$ cat src/rtl/data_fetch_load_if.sv
// data_fetch_load_if: control-unit command, data-memory read and PE write buses of the tile loader
interface data_fetch_load_if #(
  parameter int DATA_W = 16,
  parameter int MEM_AW = 8
);
  logic              ADDR_START;
  logic              ADDR_RST;
  logic [3:0]        ADDRESS;
  logic [1:0]        DIMEN;
  logic [1:0]        PE_SEL;
  logic              PE_SEL_2x2;
  logic              PE_SEL_4;
  logic              MEM_RD_EN;
  logic [MEM_AW-1:0] MEM_ADDR;
  logic [DATA_W-1:0] MEM_RDATA;
  logic [3:0]        PE_WR_EN;
  logic [1:0]        PE_WR_ROW;
  logic [1:0]        PE_WR_COL;
  logic [DATA_W-1:0] PE_WR_DATA;
  logic              FETCH_DONE;
  modport slave (
    input  ADDR_START, ADDR_RST, ADDRESS, DIMEN, PE_SEL, PE_SEL_2x2, PE_SEL_4, MEM_RDATA,
    output MEM_RD_EN, MEM_ADDR, PE_WR_EN, PE_WR_ROW, PE_WR_COL, PE_WR_DATA, FETCH_DONE
  );
  modport master (
    output ADDR_START, ADDR_RST, ADDRESS, DIMEN, PE_SEL, PE_SEL_2x2, PE_SEL_4, MEM_RDATA,
    input  MEM_RD_EN, MEM_ADDR, PE_WR_EN, PE_WR_ROW, PE_WR_COL, PE_WR_DATA, FETCH_DONE
  );
endinterface

$ cat src/rtl/data_fetch_load.sv
// data_fetch_load: reads an NxN tile row-major from data memory and writes it into the selected PE buffers
module data_fetch_load #(
  parameter int DATA_W    = 16,
  parameter int MEM_AW    = 8,
  parameter int BLK_SHIFT = 4
) (
  input logic CLK,
  input logic RSTN,
  data_fetch_load_if.slave bus
);
  typedef enum logic [1:0] {IDLE, READ, DRAIN, DONE} state_t;
  state_t            state, state_n;
  logic [1:0]        row, col, dim, row_n, col_n, dim_n, wr_row, wr_col;
  logic [3:0]        mask, mask_n, wr_en, wr_en_n;
  logic [MEM_AW-1:0] base, base_n;
  logic              abort, last;
  always_ff @(posedge CLK) begin
    if (!RSTN) begin
      state  <= IDLE;
      row    <= '0;
      col    <= '0;
      dim    <= '0;
      mask   <= '0;
      base   <= '0;
      wr_en  <= '0;
      wr_row <= '0;
      wr_col <= '0;
    end else begin
      state  <= state_n;
      row    <= row_n;
      col    <= col_n;
      dim    <= dim_n;
      mask   <= mask_n;
      base   <= base_n;
      wr_en  <= wr_en_n;
      wr_row <= row;
      wr_col <= col;
    end
  end
  // Dropping ADDR_START mid-read is treated exactly like ADDR_RST, including cancelling the in-flight write.
  always_comb begin
    abort   = bus.ADDR_RST | (state == READ & ~bus.ADDR_START);
    last    = row == dim & col == dim;
    state_n = state;
    row_n   = row;
    col_n   = col;
    dim_n   = dim;
    mask_n  = mask;
    base_n  = base;
    wr_en_n = (state == READ & ~abort) ? mask : '0;
    case (state)
      IDLE: if (bus.ADDR_START) begin
        state_n = READ;
        row_n   = '0;
        col_n   = '0;
        dim_n   = bus.DIMEN;
        base_n  = MEM_AW'(bus.ADDRESS) << BLK_SHIFT;
        mask_n  = bus.PE_SEL_4 ? 4'b1111 : bus.PE_SEL_2x2 ? (bus.PE_SEL[1] ? 4'b1100 : 4'b0011) : 4'b0001 << bus.PE_SEL;
      end
      READ: begin
        state_n = last ? DRAIN : READ;
        col_n   = col == dim ? '0 : col + 2'd1;
        row_n   = last ? '0 : col == dim ? row + 2'd1 : row;
      end
      DRAIN: state_n = DONE;
      DONE: state_n = bus.ADDR_START ? DONE : IDLE;
      default: state_n = IDLE;
    endcase
    if (abort) begin
      state_n = IDLE;
      row_n   = '0;
      col_n   = '0;
    end
  end
  assign bus.MEM_RD_EN  = state == READ;
  assign bus.MEM_ADDR   = bus.MEM_RD_EN ? base + MEM_AW'({row, col}) : '0;
  assign bus.PE_WR_EN   = wr_en;
  assign bus.PE_WR_ROW  = wr_row;
  assign bus.PE_WR_COL  = wr_col;
  assign bus.PE_WR_DATA = bus.MEM_RDATA;
  assign bus.FETCH_DONE = state == DONE;
endmodule

$ cat src/flat_wrapper.sv
// flat-port wrapper written by rule: the top's interface ports become plain ports
module data_fetch_load_flat 
#(
  parameter int DATA_W    = 16,
  parameter int MEM_AW    = 8,
  parameter int BLK_SHIFT = 4
)
  (CLK, RSTN, bus_ADDR_START, bus_ADDR_RST, bus_ADDRESS, bus_DIMEN, bus_PE_SEL, bus_PE_SEL_2x2, bus_PE_SEL_4, bus_MEM_RDATA, bus_MEM_RD_EN, bus_MEM_ADDR, bus_PE_WR_EN, bus_PE_WR_ROW, bus_PE_WR_COL, bus_PE_WR_DATA, bus_FETCH_DONE);
  data_fetch_load_if #(.DATA_W(DATA_W), .MEM_AW(MEM_AW)) bus_i ();
  input logic CLK;
  input logic RSTN;
  input wire logic [$bits(bus_i.ADDR_START)-1:0] bus_ADDR_START;
  input wire logic [$bits(bus_i.ADDR_RST)-1:0] bus_ADDR_RST;
  input wire logic [$bits(bus_i.ADDRESS)-1:0] bus_ADDRESS;
  input wire logic [$bits(bus_i.DIMEN)-1:0] bus_DIMEN;
  input wire logic [$bits(bus_i.PE_SEL)-1:0] bus_PE_SEL;
  input wire logic [$bits(bus_i.PE_SEL_2x2)-1:0] bus_PE_SEL_2x2;
  input wire logic [$bits(bus_i.PE_SEL_4)-1:0] bus_PE_SEL_4;
  input wire logic [$bits(bus_i.MEM_RDATA)-1:0] bus_MEM_RDATA;
  output wire logic [$bits(bus_i.MEM_RD_EN)-1:0] bus_MEM_RD_EN;
  output wire logic [$bits(bus_i.MEM_ADDR)-1:0] bus_MEM_ADDR;
  output wire logic [$bits(bus_i.PE_WR_EN)-1:0] bus_PE_WR_EN;
  output wire logic [$bits(bus_i.PE_WR_ROW)-1:0] bus_PE_WR_ROW;
  output wire logic [$bits(bus_i.PE_WR_COL)-1:0] bus_PE_WR_COL;
  output wire logic [$bits(bus_i.PE_WR_DATA)-1:0] bus_PE_WR_DATA;
  output wire logic [$bits(bus_i.FETCH_DONE)-1:0] bus_FETCH_DONE;
  assign bus_i.ADDR_START = bus_ADDR_START;
  assign bus_i.ADDR_RST = bus_ADDR_RST;
  assign bus_i.ADDRESS = bus_ADDRESS;
  assign bus_i.DIMEN = bus_DIMEN;
  assign bus_i.PE_SEL = bus_PE_SEL;
  assign bus_i.PE_SEL_2x2 = bus_PE_SEL_2x2;
  assign bus_i.PE_SEL_4 = bus_PE_SEL_4;
  assign bus_i.MEM_RDATA = bus_MEM_RDATA;
  assign bus_MEM_RD_EN = bus_i.MEM_RD_EN;
  assign bus_MEM_ADDR = bus_i.MEM_ADDR;
  assign bus_PE_WR_EN = bus_i.PE_WR_EN;
  assign bus_PE_WR_ROW = bus_i.PE_WR_ROW;
  assign bus_PE_WR_COL = bus_i.PE_WR_COL;
  assign bus_PE_WR_DATA = bus_i.PE_WR_DATA;
  assign bus_FETCH_DONE = bus_i.FETCH_DONE;
  data_fetch_load #(.DATA_W(DATA_W), .MEM_AW(MEM_AW), .BLK_SHIFT(BLK_SHIFT)) u_core (.CLK(CLK), .RSTN(RSTN), .bus(bus_i));
endmodule
$ cat config.mk
export PLATFORM = sky130hd
export DESIGN_NAME = data_fetch_load_flat
export DESIGN_NICKNAME = d
export VERILOG_FILES = /design/src/rtl/data_fetch_load_if.sv /design/src/rtl/data_fetch_load.sv /design/src/flat_wrapper.sv
export SDC_FILE = /design/constraint.sdc
export NUM_CORES = 1
export LEC_CHECK = 0
export ABC_AREA = 0
export CORE_MARGIN = 1
export CORE_UTILIZATION = 25
export DETAILED_ROUTE_END_ITERATION = 10
export PLACE_DENSITY_LB_ADDON = 0.2
export SYNTH_ARGS = -nofsm -noshare
export SYNTH_HDL_FRONTEND = slang
export SYNTH_SLANG_ARGS = --single-unit
$ cat constraint.sdc
create_clock -name CLK -period 4.85 [get_ports CLK]
set_input_delay 0.97 -clock CLK [delete_from_list [all_inputs] [get_ports CLK]]
set_output_delay 0.97 -clock CLK [all_outputs]
set_load 0.05 [all_outputs]
==> flow_metrics.py <==
metrics = {
    "job": {
        "maxCapViolCount": 0,
    },
    "synth": {
        "synth_top_area_cell": "dfxtp_1",
        "syn_avg_cell_area_um2": 8.518,
        "ys_seq_area_frac": 0.4339,
        "synth-compound-area-share": 0.1672,
        "ys_ff_latch": 24,
        "postSynthCellCount": 130,
        "synthTopCellsByArea": "dfxtp_1, buf_4, and2_1",
        "yosys.area.top_type_share": 0.4339,
        "synth-simple-area-share": 0.2452,
        "syn-num-nets": 160,
        "yosys.area_share.adder": 0,
        "synthDistinctLibCells": 28,
        "synth_top_family_by_area": "simple AND/OR/NAND/NOR gates",
        "syn_area_um2": 1107,
        "synthMuxAreaShare": 0,
        "yosysWarnings": 0,
        "synth_xor_area_frac": 0.01582,
    },
    "routing": {
        "vias_per_cell": 4.582,
        "totalWireLength_um": 2429,
        "drtPass1Iterations": 4,
        "via_count": 898,
        "postRouteAntennaNets": 0,
        "wl_per_cell_um": 12.39,
        "drc_errors": 0,
        "drtIter0Drc": 28,
    },
    "die": {
        "start_util": 0.2691,
        "core_area_um2": 4115,
        "dieHeight_um": 68.55,
        "num_rows": 23,
        "dieArea_um2": 4699,
        "ioPinCount": 64,
        "die_width_um": 68.55,
    },
    "placed_design": {
        "gp_congestion": 0.7233,
        "dp.final_hpwl_um": 1869,
        "io_buffers": 31,
    },
    "clock_tree": {
        "h-tree-depth": 1,
        "cts_root_buffer": "clkbuf_8",
        "cts_made_buffers": 3,
        "clk_pin_slew_worst_paths_ps": 80,
        "ctsResizeCount": 0,
        "cts.path.max_buffers": 2,
        "cts_tree": "built",
        "ctsHoldBuffers": 0,
        "postCtsSetupRepairBufs": 0,
        "worstSkewPairLatency_ps": 260,
        "clock-sinks": 24,
    },
    "setup_path": {
        "critPathBufInv": 2,
        "critPathKind": "flop to primary output",
        "cpPeakStageDelay_ps": 700,
        "slowest_stage": "clkdlybuf4s50_1",
        "critPathMaxFanout": 10,
        "crit_arrival_ps": 2140,
        "cp-end-kind": "primary output",
        "crit_required_ps": 3880,
        "start_kind": "flop",
        "cpLargestDelayFamily": "buffers and inverters",
        "worstPathCellList": "nand2b_1 -> clkinv_2 -> and2_1 -> clkdlybuf4s50_1",
    },
    "run_status": {
        "status": "finished, final reports clean",
    },
    "finish": {
        "synthToLayoutAreaGrowth_pct": 26.67,
        "drive_gt1_frac": 0.04795,
        "num_antenna_cells": 0,
        "nNetsFinal": 177,
    },
    "min_path": {
        "hold_class": "flop to flop",
    },
    "sta": {
        "post-route-period-util": 0.6422,
        "final.setup.tns_ps": 0,
        "post-route-min-period_ps": 3115,
        "finalSetupViolations": 0,
        "fin_worst_skew_ps": 0.5943,
        "report.final.slew_viol_count": 0,
        "hold_violations": 0,
        "max_slew_margin": 0.3826,
        "clock.fmax_mhz": 321.1,
        "max_slew.worst_pin.slew_ps": 922.0,
        "rsz0062_at_grt": "false",
    },
    "global_routing": {
        "grt_max_degree": 17,
        "grt_pass1_vias": 826,
        "grt_usage": 0.1075,
        "grt_pass1_wl_um": 3705,
        "antenna_found_initial": 0,
        "grt-ovfl-total": 0,
    },
    "power": {
        "ir_drop_v": 0.0001718,
        "p_leak_nw": 0.5241,
        "pwr_density_cell_nw_per_um2": 276.7,
        "power_mw": 0.3880,
    },
}
[state kept, by name, indices dropped and copies added (netlist names)]
name / flops
u_core.base: 4
u_core.bus.PE_WR_COL: 2
u_core.bus.PE_WR_EN: 4
u_core.bus.PE_WR_ROW: 2
u_core.col: 2
u_core.dim: 2
u_core.mask: 4
u_core.row: 2
u_core.state: 2
[cells by family after synthesis]
kind of cell,Yosys count
AND/OR/NAND/NOR,51
buffers and inverters,24
flip-flops,24
XOR/XNOR,2
AO/OA/AOI/OAI,29
[synthesized netlist by cell type, drive strengths merged]
library cell  instances
a2111oi               1
a21boi                6
a21oi                 8
a311oi                1
a31oi                 3
and2                 16
and3                  3
buf                  17
clkbuf                2
clkinv                1
dfxtp                24
inv                   4
nand2                17
nand2b                2
nand3                 1
nor2                  5
nor2b                 1
nor3                  2
nor3b                 2
o21ai                 8
o221a                 1
o22ai                 1
or3                   1
or4b                  1
xnor2                 2
[per-stage QoR]
| stage | cell area (um^2) | hold WS, ps | cells | setup WS (ps) | util |
|---|---|---|---|---|---|
| after detailed placement | 1348 | 445.5 | 192 | 1578 | 0.3275 |
| after CTS | 1403 | 457.8 | 196 | 1736 | 0.3408 |
| after floorplan | 1107 | 424.2 | 130 | 2586 | - |
| after global routing | 1403 | 480.4 | 196 | 1615 | 0.3408 |
| final | 1403 | 454.2 | 196 | 1735 | 0.3408 |
| after global placement | 1348 | 440.1 | 192 | 1660 | 0.3275 |
[final timing paths]
check             startpoint              end  slack (ps)  cells past startpoint
max reg2reg  u_core.state[1]    u_core.row[1]        2700                      4
min reg2reg   u_core.base[5]   u_core.base[5]         450                      2
max          u_core.state[1]  bus_MEM_ADDR[0]        1740                      4
min           u_core.base[5]   u_core.base[5]         450                      2
[layout by cell type, fill, tap and decap left out]
master / count
o21ai_0: 5
clkdlybuf4s50_1: 31
or3_1: 1
o21ai_1: 3
dfxtp_1: 24
a21oi_1: 8
o22ai_1: 1
nor3b_1: 1
nand2_1: 17
clkinv_2: 1
and2_1: 16
clkbuf_8: 4
a2111oi_2: 1
or4b_1: 1
o221a_1: 1
nand2b_1: 2
nor2b_1: 1
nand3_1: 1
a21boi_1: 6
inv_1: 4
and3_1: 3
xnor2_1: 2
nor3_1: 2
a31oi_1: 3
nor3b_2: 1
a311oi_1: 1
nor2_1: 5
[worst register-to-register path: cells and delay by family (launching register included)]
kind | cells | cell delay [ps]
AND/OR/NAND/NOR | 2 | 1170
AO/OA/AOI/OAI | 2 | 520
flip-flops | 1 | 370
[metal layers]
metal | track usage | vias to the layer above | wire (um)
met1 | 0.1086 | 399 | 998
met4 | 0.04167 | 0 | 48
met2 | 0.1961 | 34 | 1204
met5 | 0 | - | 0
li1 | - | 453 | -
met3 | 0.04276 | 12 | 178
[power breakdown]
| part | switching, mW | internal (mW) | total (mW) |
|---|---|---|---|
| clock network | 0.0625 | 0.0724 | 0.135 |
| logic | 0.0247 | 0.0205 | 0.0452 |
| registers | 0.00418 | 0.204 | 0.208 |
[cell type report]
type	instances	area, um^2
Timing Repair Buffer	31	310.3
Multi-Input combinational cell	82	474.2
Fill cell	427	2713
Sequential cell	24	480.5
Clock buffer	4	55.05
Tap cell	50	62.56
Inverter	5	20.02
(Power assumes the default switching activity.)
